`src/rtl/ctrl_sequencer.sv`:
```
// ctrl_sequencer
//   Hard-wired control sequencer for a single-bus datapath. It fetches one
//   instruction (T0..T2), decodes it in T3, and executes a 3-register ALU op
//   (T4..T5) or a mul/div (T4..T6). A halt opcode parks the block in HALT, and
//   an illegal opcode or register index parks it in FAULT. Both are left only
//   through Reset.
//
// Ports
//   Clock, Reset      : clock, synchronous active-high reset
//   Run               : start request, honoured only in IDLE
//   MemReady          : memory read data valid, releases the T1 stall
//   IR[31:0]          : instruction register (opcode, Ra, Rb, Rc fields)
//   PCout .. LOin     : one-bit datapath strobes
//   ALUop[4:0]        : ALU operation code (T4 only)
//   Rout, Rin         : one-hot register read / write selects
//   Done              : last execute cycle of an instruction
//   Halted, Fault     : status flags, high while in HALT / FAULT
//   State[3:0]        : IDLE=0, T0..T6=1..7, HALT=8, FAULT=9
module ctrl_sequencer #(
   parameter int NUM_REGS   = 16,
   parameter int CONTINUOUS = 0
) (
   input  logic                Clock,
   input  logic                Reset,
   input  logic                Run,
   input  logic                MemReady,
   input  logic [31:0]         IR,
   output logic                PCout,
   output logic                Zlowout,
   output logic                Zhighout,
   output logic                MDRout,
   output logic                MARin,
   output logic                Zin,
   output logic                PCin,
   output logic                MDRin,
   output logic                IRin,
   output logic                Yin,
   output logic                IncPC,
   output logic                Read,
   output logic                HIin,
   output logic                LOin,
   output logic [4:0]          ALUop,
   output logic [NUM_REGS-1:0] Rout,
   output logic [NUM_REGS-1:0] Rin,
   output logic                Done,
   output logic                Halted,
   output logic                Fault,
   output logic [3:0]          State
);

   typedef enum logic [3:0] {
      S_IDLE  = 4'd0,
      S_T0    = 4'd1,
      S_T1    = 4'd2,
      S_T2    = 4'd3,
      S_T3    = 4'd4,
      S_T4    = 4'd5,
      S_T5    = 4'd6,
      S_T6    = 4'd7,
      S_HALT  = 4'd8,
      S_FAULT = 4'd9
   } state_t;

   localparam logic [4:0] REG_LIMIT = 5'(NUM_REGS);
   // Where an instruction goes once its Done cycle is over.
   localparam state_t DONE_NEXT = (CONTINUOUS != 0) ? S_T0 : S_IDLE;

   state_t     state;
   logic [4:0] opcode;
   logic [3:0] ra, rb, rc;
   logic       is_alu3, is_muldiv, is_halt, regs_ok, legal;
   logic       unused_ir_bits;

   assign opcode = IR[31:27];
   assign ra     = IR[26:23];
   assign rb     = IR[22:19];
   assign rc     = IR[18:15];
   assign unused_ir_bits = ^IR[14:0];

   assign is_alu3   = (opcode <= 5'h0E);
   assign is_muldiv = (opcode == 5'h0F) || (opcode == 5'h10);
   assign is_halt   = (opcode == 5'h1B);
   // Register fields must address an implemented register.
   assign regs_ok   = ({1'b0, ra} < REG_LIMIT) && ({1'b0, rb} < REG_LIMIT) &&
                      ({1'b0, rc} < REG_LIMIT);
   assign legal     = (is_alu3 || is_muldiv) && regs_ok;

   // Shifting past the top bit yields zero, so out-of-range indices select nothing.
   function automatic logic [NUM_REGS-1:0] onehot(input logic [3:0] idx);
      return {{(NUM_REGS-1){1'b0}}, 1'b1} << idx;
   endfunction

   always_ff @(posedge Clock) begin
      if (Reset) begin
         state <= S_IDLE;
      end else begin
         case (state)
            S_IDLE:  if (Run) state <= S_T0;
            S_T0:    state <= S_T1;
            S_T1:    if (MemReady) state <= S_T2;
            S_T2:    state <= S_T3;
            S_T3:    state <= legal ? S_T4 : (is_halt ? S_HALT : S_FAULT);
            S_T4:    state <= S_T5;
            S_T5:    state <= is_muldiv ? S_T6 : DONE_NEXT;
            S_T6:    state <= DONE_NEXT;
            S_HALT:  state <= S_HALT;
            S_FAULT: state <= S_FAULT;
            default: state <= S_IDLE;
         endcase
      end
   end

   // Moore decode of the state register (and IR from T3 on).
   always_comb begin
      PCout = 1'b0; Zlowout = 1'b0; Zhighout = 1'b0; MDRout = 1'b0;
      MARin = 1'b0; Zin = 1'b0; PCin = 1'b0; MDRin = 1'b0; IRin = 1'b0;
      Yin = 1'b0; IncPC = 1'b0; Read = 1'b0; HIin = 1'b0; LOin = 1'b0;
      ALUop = 5'd0;
      Rout = '0;
      Rin = '0;
      Done = 1'b0;
      Halted = 1'b0;
      Fault = 1'b0;
      case (state)
         S_T0: begin
            PCout = 1'b1; MARin = 1'b1; IncPC = 1'b1; Zin = 1'b1;
         end
         S_T1: begin
            Zlowout = 1'b1; PCin = 1'b1; Read = 1'b1; MDRin = 1'b1;
         end
         S_T2: begin
            MDRout = 1'b1; IRin = 1'b1;
         end
         S_T3: begin
            // Halt and illegal instructions leave every strobe low here.
            if (legal) begin
               Rout = onehot(rb);
               Yin  = 1'b1;
            end
         end
         S_T4: begin
            Rout  = onehot(rc);
            Zin   = 1'b1;
            ALUop = opcode;
         end
         S_T5: begin
            Zlowout = 1'b1;
            if (is_muldiv) begin
               LOin = 1'b1;
            end else begin
               Rin  = onehot(ra);
               Done = 1'b1;
            end
         end
         S_T6: begin
            Zhighout = 1'b1; HIin = 1'b1; Done = 1'b1;
         end
         S_HALT:  Halted = 1'b1;
         S_FAULT: Fault = 1'b1;
         default: ;
      endcase
   end

   assign State = state;

endmodule

```
`config.mk`:
```
export PLATFORM = sky130hd
export DESIGN_NAME = ctrl_sequencer
export DESIGN_NICKNAME = d
export VERILOG_FILES = /design/src/rtl/ctrl_sequencer.sv
export SDC_FILE = /design/constraint.sdc
export NUM_CORES = 1
export LEC_CHECK = 0
export CAP_MARGIN = 20
export CORE_MARGIN = 2
export CORE_UTILIZATION = 25
export DETAILED_ROUTE_END_ITERATION = 6
export PLACE_DENSITY = 0.86
export SYNTH_ARGS = -nofsm -noshare
export SYNTH_HDL_FRONTEND = slang
export SYNTH_SLANG_ARGS = --single-unit
```
`constraint.sdc`:
```
create_clock -name Clock -period 2.2 [get_ports Clock]
set_input_delay 0.44 -clock Clock [delete_from_list [all_inputs] [get_ports Clock]]
set_output_delay 0.44 -clock Clock [all_outputs]
set_load 0.02 [all_outputs]
```
-- After elaboration in Yosys (flattened, before gate mapping)
Index checks and enable logic that the tools add are counted.
W data, S select, Z words.
- register bits: 4
- bits of input ports: 36
- logic and storage cells: 50
- output and inout bits: 58
- shift-type cells: 3
- equal/unequal tests: 14
- magnitude comparators: 1
- reductions and logical operators: 6
- multiplexer cells: 25
- operators with widths (cell ; count):
    $mux W16 ; 3
    $shl A1 B4 Y16 const A ; 3
    $pmux W4 S9 ; 1
    $pmux W16 S2 ; 1
    $eq A4 B3 Y1 const B ; 4
    $mux W1 ; 14
    $mux W4 ; 3
    $eq A5 B5 Y1 const B ; 2
    $eq A4 B2 Y1 const B ; 2
    $eq A4 B4 Y1 const B ; 2
    $eq A5 B4 Y1 const B ; 1
    $le A5 B4 Y1 const B ; 1
    $mux W5 ; 1
    $eq A4 B1 Y1 const B ; 1
    $logic_not A4 Y1 ; 1
    $ne A2 B2 Y1 const B ; 2
    $reduce_or A2 Y1 ; 2
    $mux W3 ; 1
    $logic_or A1 B1 Y1 ; 2
    $pmux W1 S2 ; 1
    $reduce_and A2 Y1 ; 1

-- Longest topological paths before layout
Gate-level depths: netlist of run 1.
- depth in word-level cells: 5
- gate-level depth with buffers: 9
- depth with buffers taken out: 6

-- Worst setup path after synthesis of run 1
OpenSTA, ideal clock, no wires.
- path kind: register to output
- start: register state[1], in the netlist State[1]
- end: output Rin[2]
- data required time: 1760 ps
- arrival time: 2154 ps
- stages on the path, launching flop included: 9
- slack: -394 ps
- path buffers: 2
- cells stage by stage: dfxtp_1 -> nand2b_1 -> nand2b_1 -> inv_2 -> nand2_1 -> or2_1 -> buf_2 -> buf_2 -> nor4_1
- word-level cells in the longest chain between the ends: 2
- ends and longest elaborated chain (what ; line ; RTL):
    start, declared ; 68 ; state_t state;
    start signal, assigned ; 102 ; S_T3: state <= legal ? S_T4 : (is_halt ? S_HALT : S_FAULT);
    start signal, assigned ; 104 ; S_T5: state <= is_muldiv ? S_T6 : DONE_NEXT;
    $eq A4 B3 Y1 ; 124 ; case (state)
    $mux W16 ; 124 ;
    end, declared ; 44 ; output logic [NUM_REGS-1:0] Rin,
Every way passes these cells.

-- Final worst setup path of run 1
- start: register state[1], in the netlist State[1]
- end: output Rout[8]
- word-level cells in the longest chain between the ends: 2
- elaborated cells between the ends (all ways): 3
- those cells by class: eq/ne (2); mux (1)
- ends and longest elaborated chain (what ; line ; RTL):
    $eq A4 B3 Y1 ; 124 ;
    $pmux W16 S2 (*) ; 124 ;
    end, declared ; 43 ; output logic [NUM_REGS-1:0] Rout,
Mark *: on every way between the ends. The rest lies on a longest branch, timed or not.

==> results.yml, run 1 <==
clocking:
  clkSinkCount: 4
  clk_pin_slew_ns: 0.04
  cts_tree: "built"
  clock_path_buffers: 2
  clockRootBuffer: "clkbuf_4"
  ctsHoldBuffers: 0
  insertion_delay_ns: 0.24
  htree_levels: 1
  cts_inserted_buffers: 3
global_route:
  grt_max_degree: 16
  grt_pass1_vias: 1676
  track_usage_pct: 28.3
  grt_pass1_wl_mm: 7.94
  grt_overflow: 0
  antenna_found_initial: 0
worst_setup_path:
  reg2reg_slack_ns: 0.72
  crit_slowest_cell: "or4b_4"
  start_kind: "flip-flop"
  path_cells: "or4b_4, a21oi_4, or3b_4, o22ai_4, buf_6"
  worstPathMaxFanout: 4
  worstSetupPathType: "reg -> out"
  crit_arrival_ns: 2.11
  cp-end-kind: "primary output"
  cpPeakStageDelay_ns: 0.58
  required_ns: 1.76
power:
  swShare_pct: 46.6
  p_per_area_nw_per_um2: 288
  p_int_w: 0.000380
  ir_worst_vdd_uv: 298
  p_seq_share_pct: 13.0
  combPwrFrac_pct: 73.6
  p_total_w: 0.000711
  power.share.clock_pct: 13.5
  p_leak_nw: 1.11
  p_switching_w: 0.000331
detailed_routing:
  wl_per_cell_um: 20.0
  drt_iter0_drc: 54
  firstDrtPassIters: 4
  ant_nets: 0
  vias: 1621
  routed_wl_mm: 5.71
  vias_per_cell: 5.69
  drc_errors: 0
final_layout:
  post-route-util_pct: 79.0
  mostFrequentLayoutCells: "buf_4 (41), buf_6 (35), clkdlybuf4s50_1 (19)"
  syn2layout_area_growth_pct: 196
  layout_commonest_cell: "buf_4"
  largest_register_ffs: 4
  layout-drive-gt1-share_pct: 59.8
  n_fill_cell: 205
  stdcell_area_um2: 2470
  register_area_um2: 83.8
  antenna_cells: 0
  multiInputGateArea_um2: 1100
  nets: 279
floorplan:
  die_area_um2: 3820
  row_count: 20
  start_util_pct: 26.7
  core-area_um2: 3130
  die_x_um: 61.8
  pin_count: 94
  die_y_um: 61.8
worst_hold_path:
  hold_path_class: "in -> reg"
timing:
  hold_viol: 0
  worst_slack_ns: -0.348
  fmax_mhz: 392
  fin_crit_sh_pct: 116
  worst_pin_slew_ns: 0.460
  max_slew_margin_pct: 69.3
  period_minus_slack_ns: 2.55
  rsz0062_at_grt: "true"
  fin_worst_skew_ns: 0.00626
  setup_violations: 34
  slew_violations: 0
placed_design:
  io_buffers: 78
  placed_area_um2: 2190
  gp_congestion: 0.852
  dp_hpwl_mm: 3.73
synth:
  ys_seq_area_share_pct: 9.58
  synth_cells: 128
  ys_seq_elements: 4
  synthMuxAreaShare_pct: 0
  yosys.area_share.simple_pct: 54.2
  synthAdderAreaFrac_pct: 0
  synth_cell_types: 37
  syn_area_um2: 836
  syn_nets: 164
  synth_compound_area_share_pct: 24.3
  avgSynthCellArea_um2: 6.53
  synth_top_family_by_area: "simple AND/OR/NAND/NOR gates"
  yosys_warnings: 0
  synthXorXnorAreaFrac_pct: 0
status:
  violations: "negative setup slack"
  status: "finished, violations left"
flow_run:
  max-cap-violations: 0
worst paths after layout:
| check | startpoint | end | cells after the start |
|---|---|---|---|
| hold reg to reg | State[1] | State[3] | 3 |
| setup / recovery | State[1] | Rout[8] | 5 |
| hold / removal | IR[29] | State[0] | 4 |
| setup reg to reg | State[1] | State[1] | 7 |
power by group through the flow:
stage | clock, W | sequential [W] | combinational [W]
CTS | 0.0000915 | 0.0000916 | 0.000494
floorplan | 0 | 0.000109 | 0.000240
global route | 0.0000963 | 0.0000927 | 0.000547
global placement | 0 | 0.0000896 | 0.000442
finish | 0.0000958 | 0.0000921 | 0.000523
detailed placement | 0 | 0.0000910 | 0.000459
final cells by class:
| class | count | area share [%] |
|---|---|---|
| Multi-Input combinational cell | 106 | 44.5 |
| Inverter | 4 | 0.607 |
| Clock buffer | 3 | 0.911 |
| Sequential cell | 4 | 3.39 |
| Tap cell | 44 | 2.23 |
| Timing Repair Buffer | 124 | 48.3 |
timing repair:
action                                  in CTS  in global routing
cloned                                       1                  0
buffers inserted                             9                  4
resized for setup                          249                 30
endpoints found under the setup margin      51                 42
pin swaps                                   10                 11
logic make-up (layout without fill, tap and decap cells):
logic type,after synthesis,count (layout)
AO/OA/AOI/OAI,30,30
buffers and inverters,18,131
AND/OR/NAND/NOR,76,76
flip-flops,4,4
worst max-delay path, delay by kind of cell (launching register included):
family                 cells  cell delay [ns]
and+or+nand+nor            2             1.05
DFF                        1             0.31
AOI/OAI and AO/OA          2             0.36
buffers and inverters      1             0.15
routing by layer:
| metal | global-route usage (%) | wire length [µm] | up-vias | part of all wire, % |
|---|---|---|---|---|
| met1 | 29.0 | 2060 | 776 | 36 |
| met2 | 53.4 | 3070 | 96 | 54 |
| met4 | 17.6 | 296 | 0 | 5.2 |
| met5 | 0 | 0 | - | 0 |
| met3 | 4.14 | 290 | 30 | 5.1 |
| li1 | - | - | 719 | - |
synthesized netlist by cell type:
library cell	instances	share of area, %
o22ai_1	17	13
nor3_1	13	7.8
nand2b_1	12	9.0
nand2_1	9	4.0
nor2_1	7	3.1
buf_4	6	5.4
nand3_1	5	3.0
nor4_1	5	3.7
nor4b_1	5	5.2
and2_1	4	3.0
dfxtp_1	4	9.6
nand3b_1	4	3.6
a31oi_1	3	2.2
clkbuf_1	3	1.3
inv_1	3	1.3
or2_2	3	2.2
a21oi_1	2	1.2
buf_1	2	0.90
buf_2	2	1.2
or3b_1	2	2.1
a211oi_1	1	0.90
a21oi_4	1	1.9
buf_6	1	1.3
inv_2	1	0.45
nor2b_1	1	0.75
nor3_2	1	1.2
o21ai_0	1	0.60
o21ai_1	1	0.60
o221ai_1	1	1.0
o22a_1	1	1.0
o31ai_1	1	0.90
o41ai_1	1	1.0
or2_1	1	0.75
or3_1	1	0.75
or4_1	1	0.90
or4_4	1	1.3
or4b_4	1	1.6
through the flow:
step | hold WS (ns) | worst slack [ns] | cells | TNS [ns]
2_1_floorplan | 0.614 | -0.197 | 128 | -1.84
3_3_place_gp | 0.646 | -1.06 | 269 | -33.33
3_5_place_dp | 0.663 | -1.15 | 269 | -35.09
4_1_cts | 0.674 | -0.322 | 282 | -8.40
5_1_grt | 0.692 | -0.382 | 285 | -10.45
6_report | 0.674 | -0.348 | 285 | -9.19
No activity file was read; power rests on OpenSTA's default activity.
==> run 2, diff against run 1 <==
--- a/config.mk
+++ b/config.mk
@@ -8,6 +8,7 @@
 export CAP_MARGIN = 20
 export CORE_MARGIN = 2
 export CORE_UTILIZATION = 25
+export CTS_CLUSTER_SIZE = 12
 export DETAILED_ROUTE_END_ITERATION = 6
 export PLACE_DENSITY = 0.86
 export SYNTH_ARGS = -nofsm -noshare
==> results of run 2 <==
Same layout as run 1: the final DEF is identical, and so are final timing and power.
==> variant 1, RTL diff (settings of run 2) <==
Change the parameter `NUM_REGS` from 16 to 24.
--- a/src/rtl/ctrl_sequencer.sv
+++ b/src/rtl/ctrl_sequencer.sv
@@ -17,7 +17,7 @@
 //   Halted, Fault     : status flags, high while in HALT / FAULT
 //   State[3:0]        : IDLE=0, T0..T6=1..7, HALT=8, FAULT=9
 module ctrl_sequencer #(
-   parameter int NUM_REGS   = 16,
+   parameter int NUM_REGS   = 24,
    parameter int CONTINUOUS = 0
 ) (
    input  logic                Clock,
Interface: changed (resized Rin and Rout); port bits go from 94 to 110. The function was not compared with the original's and may differ.
==> variant 1 against run 2 <==
Largest cell class unchanged; the flow still finishes with violations (negative setup slack); area after synthesis grew 15%; sequential cell count is the same; design area shrank 9.8%; routed wire length shrank 21%; via count shrank 7.8%; total power shrank 18%; setup slack gained 73 ps; non-clock buffer count shrank 2.
==> variant 1: results (changes against run 2) <==
stage	metric	value	unit	change
place	io_buffers	78		unchanged
worst_hold_path	min_from	State[2]		
outcome	status	finished, violations left		
worst_hold_path	whs_path_depth	3		-1
synth	synthArstFlopShare	0	%	unchanged
critical_path	cp_top_family	simple AND/OR/NAND/NOR gates		
synth	ys_seq_area_share	8.31	%	-1.3 points
timing	slew_viol_final	0		unchanged
place	placed_cell_area	0.00198	mm2	-9.6%
critical_path	rrSetupSlack	440	ps	-280 ps
route	via_per_inst	4.85		-15%
critical_path	reg2reg_from	State[1]		
worst_hold_path	hp-class	flop to flop		
critical_path	max_stage_delay	560	ps	-20 ps
place	place_hpwl	3.19	mm	-15%
worst_hold_path	min_to	State[3]		
final_layout	layout-drive-gt1-share	51.5	%	-8.2 points
grt	antenna_found_initial	0		unchanged
grt	grt_pass1_wl	6.78	mm	-15%
critical_path	r2r_end	State[0]		
final_layout	n_antenna_cell	0		unchanged
final_layout	finalNonFillerCells	308		+8.1%
cts	cts_root_buf	clkbuf_8		
cts	htree_levels	1		unchanged
place	placed_cells	291		+8.2%
synth	synth_common_cells	buf_4, nor2_1, nand2_1, nor3_1, nand2b_1		
timing	finalSetupViolations	18		-47%
synth	ys_top_cells_by_area	buf_4, dfxtp_1, nor2_1		
power_and_ir_drop	power_leakage	0.00107	uW	-3.5%
cts	path_clk_slew	30	ps	
outcome	violations	negative setup slack		
grt	grt_usage	19.4	%	-8.9 points
timing	layout_setup_ws	-276	ps	+72.7 ps
cts	cts_buffer_depth	2		unchanged
cts	ctsHoldBuffers	0		unchanged
power_and_ir_drop	ir_worst_vdd	0.000428	V	+44%
synth	syn_inst	146		+14%
critical_path	r2r_cells	8		+1
route	post_drt_wl_per_cell	14.6	um	-27%
grt	grt_max_degree	13		-3
critical_path	cp_max_fo	4		unchanged
grt	first_global_vias	1412		-16%
place	place.gp.congestion	0.864		+1.3%
synth	ys_warn_count	0		unchanged
final_layout	nFillCells	321		+57%
power_and_ir_drop	switching_share	40.1	%	-6.5 points
route	drtPass1Iterations	4		unchanged
critical_path	slowest_stage	or4b_4		
final_layout	largest_register_ffs	4		unchanged
final_layout	finalNetCount	297		+6.5%
route	drt-initial-drc-count	68		+26%
cts	cts_made_buffers	3		unchanged
synth	synth_cell_types	40		+8.1%
timing	fin_skew	0.514	ps	-5.74 ps
cts	insertion_delay	220	ps	-20 ps
-- variant 1: cell types whose count changed after synthesis, sizes merged, moves of 3 or more --
| cell | run 2 | this run |
|---|---|---|
| buf | 11 | 24 |
| nor2 | 7 | 19 |
| o22ai | 17 | 7 |
| nor4b | 5 | 0 |
| o32ai | 0 | 5 |
| nand2b | 12 | 8 |
| nor3 | 14 | 10 |
| nor4 | 5 | 1 |
| a31o | 0 | 3 |
-- variant 1: worst max path at each step --
| stage | slack [ps] | cells past startpoint | to | startpoint |
|---|---|---|---|---|
| finish | -280 | 7 | Rout[4] | State[1] |
| global route | -310 | 6 | Rout[9] | State[1] |
| CTS | -210 | 6 | Rout[11] | State[1] |
| detailed placement | -1030 | 6 | Rout[2] | IR[30] |
| global placement | -950 | 6 | Rout[2] | IR[30] |
| floorplan | -8 | 5 | Rout[12] | State[3] |
-- variant 1: cells by family after synthesis --
logic type             share of synthesized area, %
flip-flops                                     8.31
multiplexers                                   1.17
AO/OA/AOI/OAI                                  22.6
AND/OR/NAND/NOR                                45.2
other                                         0.389
buffers and inverters                          22.3
-- variant 1: power groups by stage --
stage | registers (uW) | clock network, uW | logic (uW)
2_1_floorplan | 94.7 | 0 | 171
3_3_place_gp | 82.5 | 0 | 309
3_5_place_dp | 82.8 | 0 | 314
4_1_cts | 81.7 | 170 | 318
5_1_grt | 83.9 | 175 | 355
6_report | 82.8 | 167 | 334
-- variant 1: final cells by class --
type / instances / area (um2) / share of cell area, %
timing repair buffer: 122 / 1050 / 47.2
inverter: 6 / 22.5 / 1.01
sequential: 4 / 86.3 / 3.87
clock buffer: 4 / 45.0 / 2.02
multi-input combinational: 124 / 965 / 43.2
tap: 48 / 60.1 / 2.69
-- variant 1: per-stage QoR --
step                      hold WS [ps]  setup WS (ps)  utilization [%]  TNS (ps)
after floorplan                    616          -8.01                -     -42.5
after global placement             598           -948             53.6    -28070
after detailed placement           628          -1030             53.6    -29950
after CTS                          635           -206             57.7     -1830
after global routing               681           -308             60.5     -3810
final                              663           -276             60.5     -2960
-- variant 1: per-layer routing --
layer	wire [um]	vias up	GRT usage [%]
li1	-	721	-
met1	1790	712	24.6
met2	2410	57	33.5
met3	269	4	2.73
met4	29	0	6.12
met5	0	-	0
-- variant 1: repair_timing --
action                                  in CTS  in global routing
setup buffers                               10                  3
gates resized for setup                    235                 37
endpoints found under the hold margin        0                  0
endpoints found under the setup margin      48                 44
pin swaps                                   12                 10
-- variant 1: worst register-to-register path, stage by stage, from the launching register on --
cell and delay (ps):
dfxtp_2 310, or4b_4 560, nor2b_4 180, buf_4 130
buf_4 90, buf_4 90, buf_4 110, a21oi_1 50
a31oi_1 160
==> variant 2, RTL diff (settings of run 2) <==
Made on the original files. Reset style: asynchronous (`Reset`), changed in one clocked block. Comments in the files are not updated.
--- a/src/rtl/ctrl_sequencer.sv
+++ b/src/rtl/ctrl_sequencer.sv
@@ -90,7 +90,7 @@
       return {{(NUM_REGS-1){1'b0}}, 1'b1} << idx;
    endfunction
 
-   always_ff @(posedge Clock) begin
+   always_ff @(posedge Clock or posedge Reset) begin
       if (Reset) begin
          state <= S_IDLE;
       end else begin
Check against the original RTL: differs if Reset is asserted again (counterexample within 4 cycles, from zero or initial values and one cycle with Reset high); with Reset held inactive, the same outputs for 10 cycles.
==> variant 2 against run 2 <==
The run still ends with negative setup slack left; sequential cell count stayed put; routed wire length is 32% lower; global-route usage is 7.8 points lower; via count is 17% lower; utilization is 15 points lower; sequential share of layout area is 1.9 points higher; design area is 23% lower; area after synthesis is 6.6% lower; setup slack better by 160 ps; largest cell class unchanged; highest routed layer unchanged.
Power is not compared: it rests on default switching activity, and its combinational part moved more than twofold at a synthesized area within 25%.
==> variant 2: results (changes against run 2) <==
stage	metric	value	unit	change
place	dp_slack	-970	ps	+182 ps
synth	synth_common_cells	nor2_1, o22ai_1, nand2_1, nand2b_1, nor3_1		
final_layout	layout-drive-gt1-share	57.6	%	-2.2 points
cts	cts_root_buf	clkbuf_4		
synth	synthArstFlopShare	100	%	+100 points
synth	synth_cell_types	35		-5.4%
timing	worst_pin_slew	291	ps	-169 ps
timing	layout_setup_ws	-190	ps	+158 ps
route	vias	1344		-17%
final_layout	finalNetCount	262		-6.1%
critical_path	max_stage_delay	520	ps	-60 ps
worst_hold_path	hp-class	primary input to async pin		
final_layout	nNonClkInverters	2		-2
synth	synth_mux_area_share	2.88	%	+2.9 points
final_layout	nFillCells	262		+28%
place	placed_cell_area	0.00179	mm2	-18%
place	placed_cells	242		-10%
outcome	violations	negative setup slack		
synth	synth_compound_area_share	22.0	%	-2.3 points
critical_path	arrival	1950	ps	-160 ps
synth	synth_flop_cell	dfrtp_1		
synth	ys_seq_area_share	12.8	%	+3.2 points
final_layout	clock_cell_area_share	1.18	%	+0.27 points
final_layout	signal_buffers	113		-8.9%
grt	grt_max_degree	15		-1
grt	grt_usage	20.5	%	-7.8 points
critical_path	startpoint	IR[29]		
grt	first_global_vias	1211		-28%
critical_path	slowest_stage	or4_4		
final_layout	multi_input_area_share	43.1	%	-1.4 points
place	io_buffers	78		unchanged
final_layout	n_antenna_cell	0		unchanged
cts	cts.sinks	4		unchanged
final_layout	buffer_area_share	47.9	%	-0.46 points
synth	avgSynthCellArea	6.73	um2	+3.1%
synth	syn_nets	152		-7.3%
route	post_drt_wl_per_cell	15.0	um	-25%
power_and_ir_drop	power	1300	uW	
timing	finalSetupViolations	28		-18%
final_layout	sh_seq_area	5.25	%	+1.9 points
timing	fin_skew	4.59	ps	-1.67 ps
place	place_hpwl	2.64	mm	-29%
outcome	status	finished, violations left		
timing	finalSetupTns	-3610	ps	+5580 ps
critical_path	reg2reg_from	State[0]		
grt	grt_pass1_wl	5.66	mm	-29%
route	drt-initial-drc-count	66		+22%
final_layout	num-multi-input-gates	102		-3.8%
route	wl	3.86	mm	-32%
place	place.gp.congestion	0.894		+4.8%
==> variant 2: changes by cell type after synthesis, sizes merged, moves of 3 or more <==
cell and change:
dfxtp -4, dfrtp +4, nand2b -4, nor4b -5, nor4 -4, nand3b +3
buf -5, nor2 +13, nor3 -6
==> variant 2: repair_timing <==
| action | in CTS | in global routing |
|---|---|---|
| setup buffers | 8 | 4 |
| pin swaps | 20 | 13 |
| setup endpoints to repair | 52 | 44 |
| gates resized for setup | 220 | 55 |
| hold buffers | 0 | 0 |
==> variant 2: final timing paths <==
| kind | end | slack (ps) | depth (start not counted) |
|---|---|---|---|
| worst max register to register | State[2] | 520 | 6 |
| worst min register to register | State[2] | 730 | 3 |
| worst min-delay path | State[0] | 380 | 2 |
| max in group asynchronous | State[2] | 1670 | 2 |
| worst max-delay path | Rout[11] | -190 | 7 |
| min in group Clock | State[3] | 670 | 4 |
==> variant 2: layer usage <==
metal	track usage (%)	wire (um)
met5	0	0
met2	37.3	1970
met4	6.03	72
met3	2.16	256
met1	25.2	1550
